<file path="src/rtl/rr_arb8.sv">
// rr_arb8 -- round-robin arbiter/sequencer sharing one datapath port among
// 8 requesters. A grant is held for a multi-beat burst until the owner's
// final beat (last) is accepted. If the owner drops req mid-burst for
// TIMEOUT consecutive cycles, the grant is force-released.
//
// Ports
//   clk, rst         clock; synchronous active-high reset
//   req[7:0]         requester i has a valid beat
//   last[7:0]        requester i's current beat ends its burst (qualified by req)
//   out_ready        downstream accepts the current beat
//   sel[2:0]         current owner index, drives the downstream 8:1 data mux
//   grant[7:0]       one-hot owner, 0 when idle
//   ack[7:0]         per-requester beat accept (combinational)
//   out_valid        busy & req[sel]
//   out_last         out_valid & last[sel]
//   busy             grant held
//   timeout_err      one-cycle pulse after a forced release

// Per-requester slice: beat accept and candidate bit for back-to-back
// re-arbitration (the outgoing owner is masked so it cannot win again).
module rr_arb8_lane (
  input  logic grant,
  input  logic req,
  input  logic out_ready,
  output logic ack,
  output logic cand
);
  assign ack  = grant & req & out_ready;
  assign cand = req & ~grant;
endmodule

module rr_arb8 #(
  parameter int TIMEOUT = 16,
  parameter int TO_W    = 5
) (
  input  logic       clk,
  input  logic       rst,
  input  logic [7:0] req,
  input  logic [7:0] last,
  input  logic       out_ready,
  output logic [2:0] sel,
  output logic [7:0] grant,
  output logic [7:0] ack,
  output logic       out_valid,
  output logic       out_last,
  output logic       busy,
  output logic       timeout_err
);

  localparam int NUM_LANES = 8;

  typedef enum logic {IDLE = 1'b0, GRANT = 1'b1} state_t;

  typedef struct packed {
    logic       found;
    logic [2:0] idx;
  } pick_t;

  state_t          state, state_n;
  logic [2:0]      sel_n;
  logic [7:0]      grant_n;
  logic [2:0]      ptr, ptr_n;
  logic [TO_W-1:0] cnt, cnt_n;
  logic            terr_n;

  logic [NUM_LANES-1:0] cand;
  logic [2:0]           sel_inc;
  logic                 beat_fin;
  pick_t                pick_idle, pick_next;

  // First set bit of r searching p, p+1, ..., 7, 0, ..., p-1.
  // Rotating right by p turns the search into a plain lowest-bit find.
  function automatic pick_t rr_pick(input logic [7:0] r, input logic [2:0] p);
    pick_t      res;
    logic [15:0] sh;
    logic [7:0]  rot;
    sh        = {r, r} >> p;
    rot       = sh[7:0];
    res.found = |r;
    res.idx   = p;
    for (int k = NUM_LANES - 1; k >= 0; k--) begin
      if (rot[k]) res.idx = p + 3'(k);
    end
    return res;
  endfunction

  for (genvar i = 0; i < NUM_LANES; i++) begin : g_lane
    rr_arb8_lane u_lane (
      .grant     (grant[i]),
      .req       (req[i]),
      .out_ready (out_ready),
      .ack       (ack[i]),
      .cand      (cand[i])
    );
  end

  assign busy      = (state == GRANT);
  assign out_valid = busy & req[sel];
  assign out_last  = out_valid & last[sel];
  assign beat_fin  = out_last & out_ready;
  assign sel_inc   = sel + 3'd1;

  // Idle search uses the stored pointer; the back-to-back search uses the
  // pointer being written on this edge, so the just-finished owner is last.
  assign pick_idle = rr_pick(req, ptr);
  assign pick_next = rr_pick(cand, sel_inc);

  always_comb begin
    state_n = state;
    sel_n   = sel;
    grant_n = grant;
    ptr_n   = ptr;
    cnt_n   = cnt;
    terr_n  = 1'b0;
    case (state)
      IDLE: begin
        if (pick_idle.found) begin
          state_n = GRANT;
          sel_n   = pick_idle.idx;
          grant_n = 8'd1 << pick_idle.idx;
          cnt_n   = '0;
        end
      end
      GRANT: begin
        if (beat_fin) begin
          ptr_n = sel_inc;
          cnt_n = '0;
          if (pick_next.found) begin
            sel_n   = pick_next.idx;
            grant_n = 8'd1 << pick_next.idx;
          end else begin
            state_n = IDLE;
            grant_n = '0;
          end
        end else if (req[sel]) begin
          // Owner present (accepted or back-pressured): not stalled.
          cnt_n = '0;
        end else if (cnt == TO_W'(TIMEOUT - 1)) begin
          // Owner vanished mid-burst too long; free the port, no re-arbitration.
          state_n = IDLE;
          grant_n = '0;
          ptr_n   = sel_inc;
          cnt_n   = '0;
          terr_n  = 1'b1;
        end else begin
          cnt_n = cnt + 1'b1;
        end
      end
      default: begin
        state_n = IDLE;
        grant_n = '0;
      end
    endcase
  end

  always_ff @(posedge clk) begin
    if (rst) begin
      state       <= IDLE;
      sel         <= '0;
      grant       <= '0;
      ptr         <= '0;
      cnt         <= '0;
      timeout_err <= 1'b0;
    end else begin
      state       <= state_n;
      sel         <= sel_n;
      grant       <= grant_n;
      ptr         <= ptr_n;
      cnt         <= cnt_n;
      timeout_err <= terr_n;
    end
  end

endmodule

</file>
<file path="config.mk">
export PLATFORM = sky130hd
export DESIGN_NAME = rr_arb8
export DESIGN_NICKNAME = d
export VERILOG_FILES = /design/src/rtl/rr_arb8.sv
export SDC_FILE = /design/constraint.sdc
export NUM_CORES = 1
export LEC_CHECK = 0
export ABC_AREA = 1
export CAP_MARGIN = 25
export CORE_MARGIN = 2
export CORE_UTILIZATION = 51
export CTS_CLUSTER_DIAMETER = 200
export DETAILED_ROUTE_END_ITERATION = 6
export PLACE_DENSITY = 0.83
export SETUP_SLACK_MARGIN = 0.15
export SYNTH_ARGS = -nofsm -noshare
export SYNTH_HDL_FRONTEND = slang
export SYNTH_HIERARCHICAL = 1
export SYNTH_SLANG_ARGS = --single-unit
</file>
<file path="constraint.sdc">
create_clock -name clk -period 3.1 [get_ports clk]
set_input_delay 0.775 -clock clk [delete_from_list [all_inputs] [get_ports clk]]
set_output_delay 0.775 -clock clk [all_outputs]
set_load 0.02 [all_outputs]
</file>
==> results.ini <==
[status]
status=finished, final reports clean

[routing]
drc_errors=0
via_per_inst=5.47
drt_wl_total_microns=8290
num_vias=3399
antenna_left=0
drtPass1Iterations=5
drtIter0Drc=337
wire_per_inst_microns=13.3

[synthesis]
ys_seq_area_frac=0.156
syn_area_per_cell_sq_um=5.39
synthCells=500
netlist_area_sq_um=2700
synthDistinctLibCells=37
syn_nets=524
synth_ff_type=dfxtp_1
synth_edf_count=0
async_flop_share=0
yosysWarnings=6
ys_ff_latch=21

[floorplanning]
die_w_microns=76.7
dieArea_sq_um=5880
io-pin-count=42
rows=26
start_util=0.528
coreArea_sq_um=5110
die_height_microns=76.7

[sta]
rsz0062_at_grt=true
timing.final.hold_violations=0
fin_setup_tns_ns=0
whs_ns=0.453
fmax_ghz=0.344
skew_ns=0.00712
min_period_ns=2.91
min_period_over_period=0.938
finalSetupViolCount=0
tightest_slew_ns=0.441
max_slew_margin=0.705
drv_slew=0

[pwr]
p_per_area_nw_per_um2=715
power_leakage_nw=1.80
max-vdd-ir-drop_uv=427

[final_layout]
drive_above_1_share=0.152
final_cell_mix=151 x nand2_1, 69 x nand3_1, 59 x inv_1
finalNonFillerCells=621
nNetsFinal=576
final_util=0.669
areaGrowthSynthToFinish_pct=26.8
fillers=481
final_common_cell=nand2_1
antenna_cells=0

[worst_setup_path]
cp-start-kind=primary input
path_class=in2out
cp-end-kind=primary output
r2r_cells=18
r2r-end=grant[7]
cp.arrival_ns=2.13
rr_startpoint=sel[0]
cp_data_required_time_ns=2.32
path_max_fanout=7
ff2ff_setup_slack_ns=0.39

[clocking]
clk_pin_slew_ns=0.07
holdBufCountCts=0
ctsHtreeMaxLevel=1
clkSinkCount=21
cts_tree=built
numCtsBuffers=3
clk_latency_ns=0.26
cts_buffer_depth=2
clockRootBuffer=clkbuf_8

[global_route]
antenna_found_initial=0
grt_pass1_wl_microns=13500
grt_pass1_vias=2937
overflow=0
grt.total_usage=0.275
grt_max_degree=15

[placed_design]
dp.cells=616
io_buffers=41
dpl.hpwl_microns=6310
gp_congestion=0.942

[hold_path]
hold_class=reg2reg
worstHoldEndpoint=cnt[4]
hold_path_depth=2
worstHoldStart=cnt[4]

[job]
maxCapViolations=0

[cells in the mapped netlist, types with 2 or more instances]
master	count	area share
xor2_1	7	0.023
nand2_2	10	0.023
a21oi_2	2	0.0065
o21ai_1	4	0.0074
nand2_1	157	0.22
clkbuf_8	5	0.026
o21bai_1	2	0.0056
dfxtp_1	21	0.16
ha_1	5	0.023
nand3_2	2	0.0074
o21ai_2	3	0.0098
buf_1	2	0.0028
a21oi_1	24	0.045
clkbuf_1	4	0.0056
nor2_2	8	0.019
inv_2	3	0.0042
nand3_1	74	0.14
o21ai_0	20	0.037
o211ai_1	2	0.0056
nor4_1	4	0.0093
buf_2	2	0.0037
buf_4	2	0.0056
nor2_1	62	0.086
inv_1	62	0.086
[critical path, stage by stage]
cell and delay, ns:
clkdlybuf4s50_1 0.48, o21ai_0 0.08, o211ai_1 0.23, o21ai_2 0.14, buf_6 0.17, nor2_1 0.10, buf_4 0.16
[stage by stage]
step           total power, W  cell area [sq um]  worst slack, ns
5_1_grt               0.00268               3420            0.124
2_1_floorplan         0.00170               2700            0.534
6_report              0.00244               3420            0.192
4_1_cts               0.00228               3260            0.151
3_3_place_gp          0.00206               3220           -0.268
3_5_place_dp          0.00210               3220           -0.275
[flip-flops by register name (all words and copies together), names as in the netlist]
name,flops
timeout_err,1
busy,1
grant,8
ptr,3
cnt,5
sel,3
[how the worst max path moves through the flow]
stage | start | endpoint | slack [ns] | cells after the start
final | req[6] | out_valid | 0.19 | 7
after global routing | req[6] | out_valid | 0.12 | 7
after CTS | req[3] | ack[3] | 0.15 | 5
after detailed placement | req[4] | out_last | -0.28 | 8
after global placement | req[4] | out_last | -0.27 | 8
after floorplan | sel[0] | grant[0] | 0.53 | 20
[logic make-up (layout without fill, tap and decap cells)]
group | Yosys count | after routing | synth area share
adders and majority gates | 5 | 5 | 0.0232
AOI/OAI and AO/OA | 62 | 62 | 0.130
and+or+nand+nor | 321 | 321 | 0.515
DFF | 21 | 21 | 0.156
xor gates and xnor gates | 9 | 9 | 0.0362
buffers and inverters | 82 | 133 | 0.139
[timing repair]
action                     4_1_cts  5_1_grt
gates resized for setup         11       47
hold endpoints to repair         0        0
setup buffers                    1        0
setup endpoints to repair       15       19
pin swaps                        1        6
[power by group]
part,switching [W],internal (W)
registers,0.0000696,0.000305
logic,0.00121,0.000681
clock network,0.0000842,0.0000915
total,0.00137,0.00108
[layer usage]
metal / global-route usage / part of all wire / vias to the layer above / wire length (microns)
met2: 0.463 / 0.47 / 145 / 3880
met5: 0 / 0 / - / 0
li1: - / - / 1696 / -
met4: 0.0473 / 0.011 / 0 / 89
met1: 0.383 / 0.46 / 1545 / 3810
met3: 0.0294 / 0.061 / 13 / 508
[final cells by class]
cell class	count	area (sq um)	area share
timing repair buffer	63	608	0.178
tap	70	87.6	0.0256
multi-input combinational	397	2000	0.586
inverter	66	251	0.0736
clock buffer	4	45.0	0.0132
sequential	21	422	0.123
No activity file was read; power rests on OpenSTA's default activity.
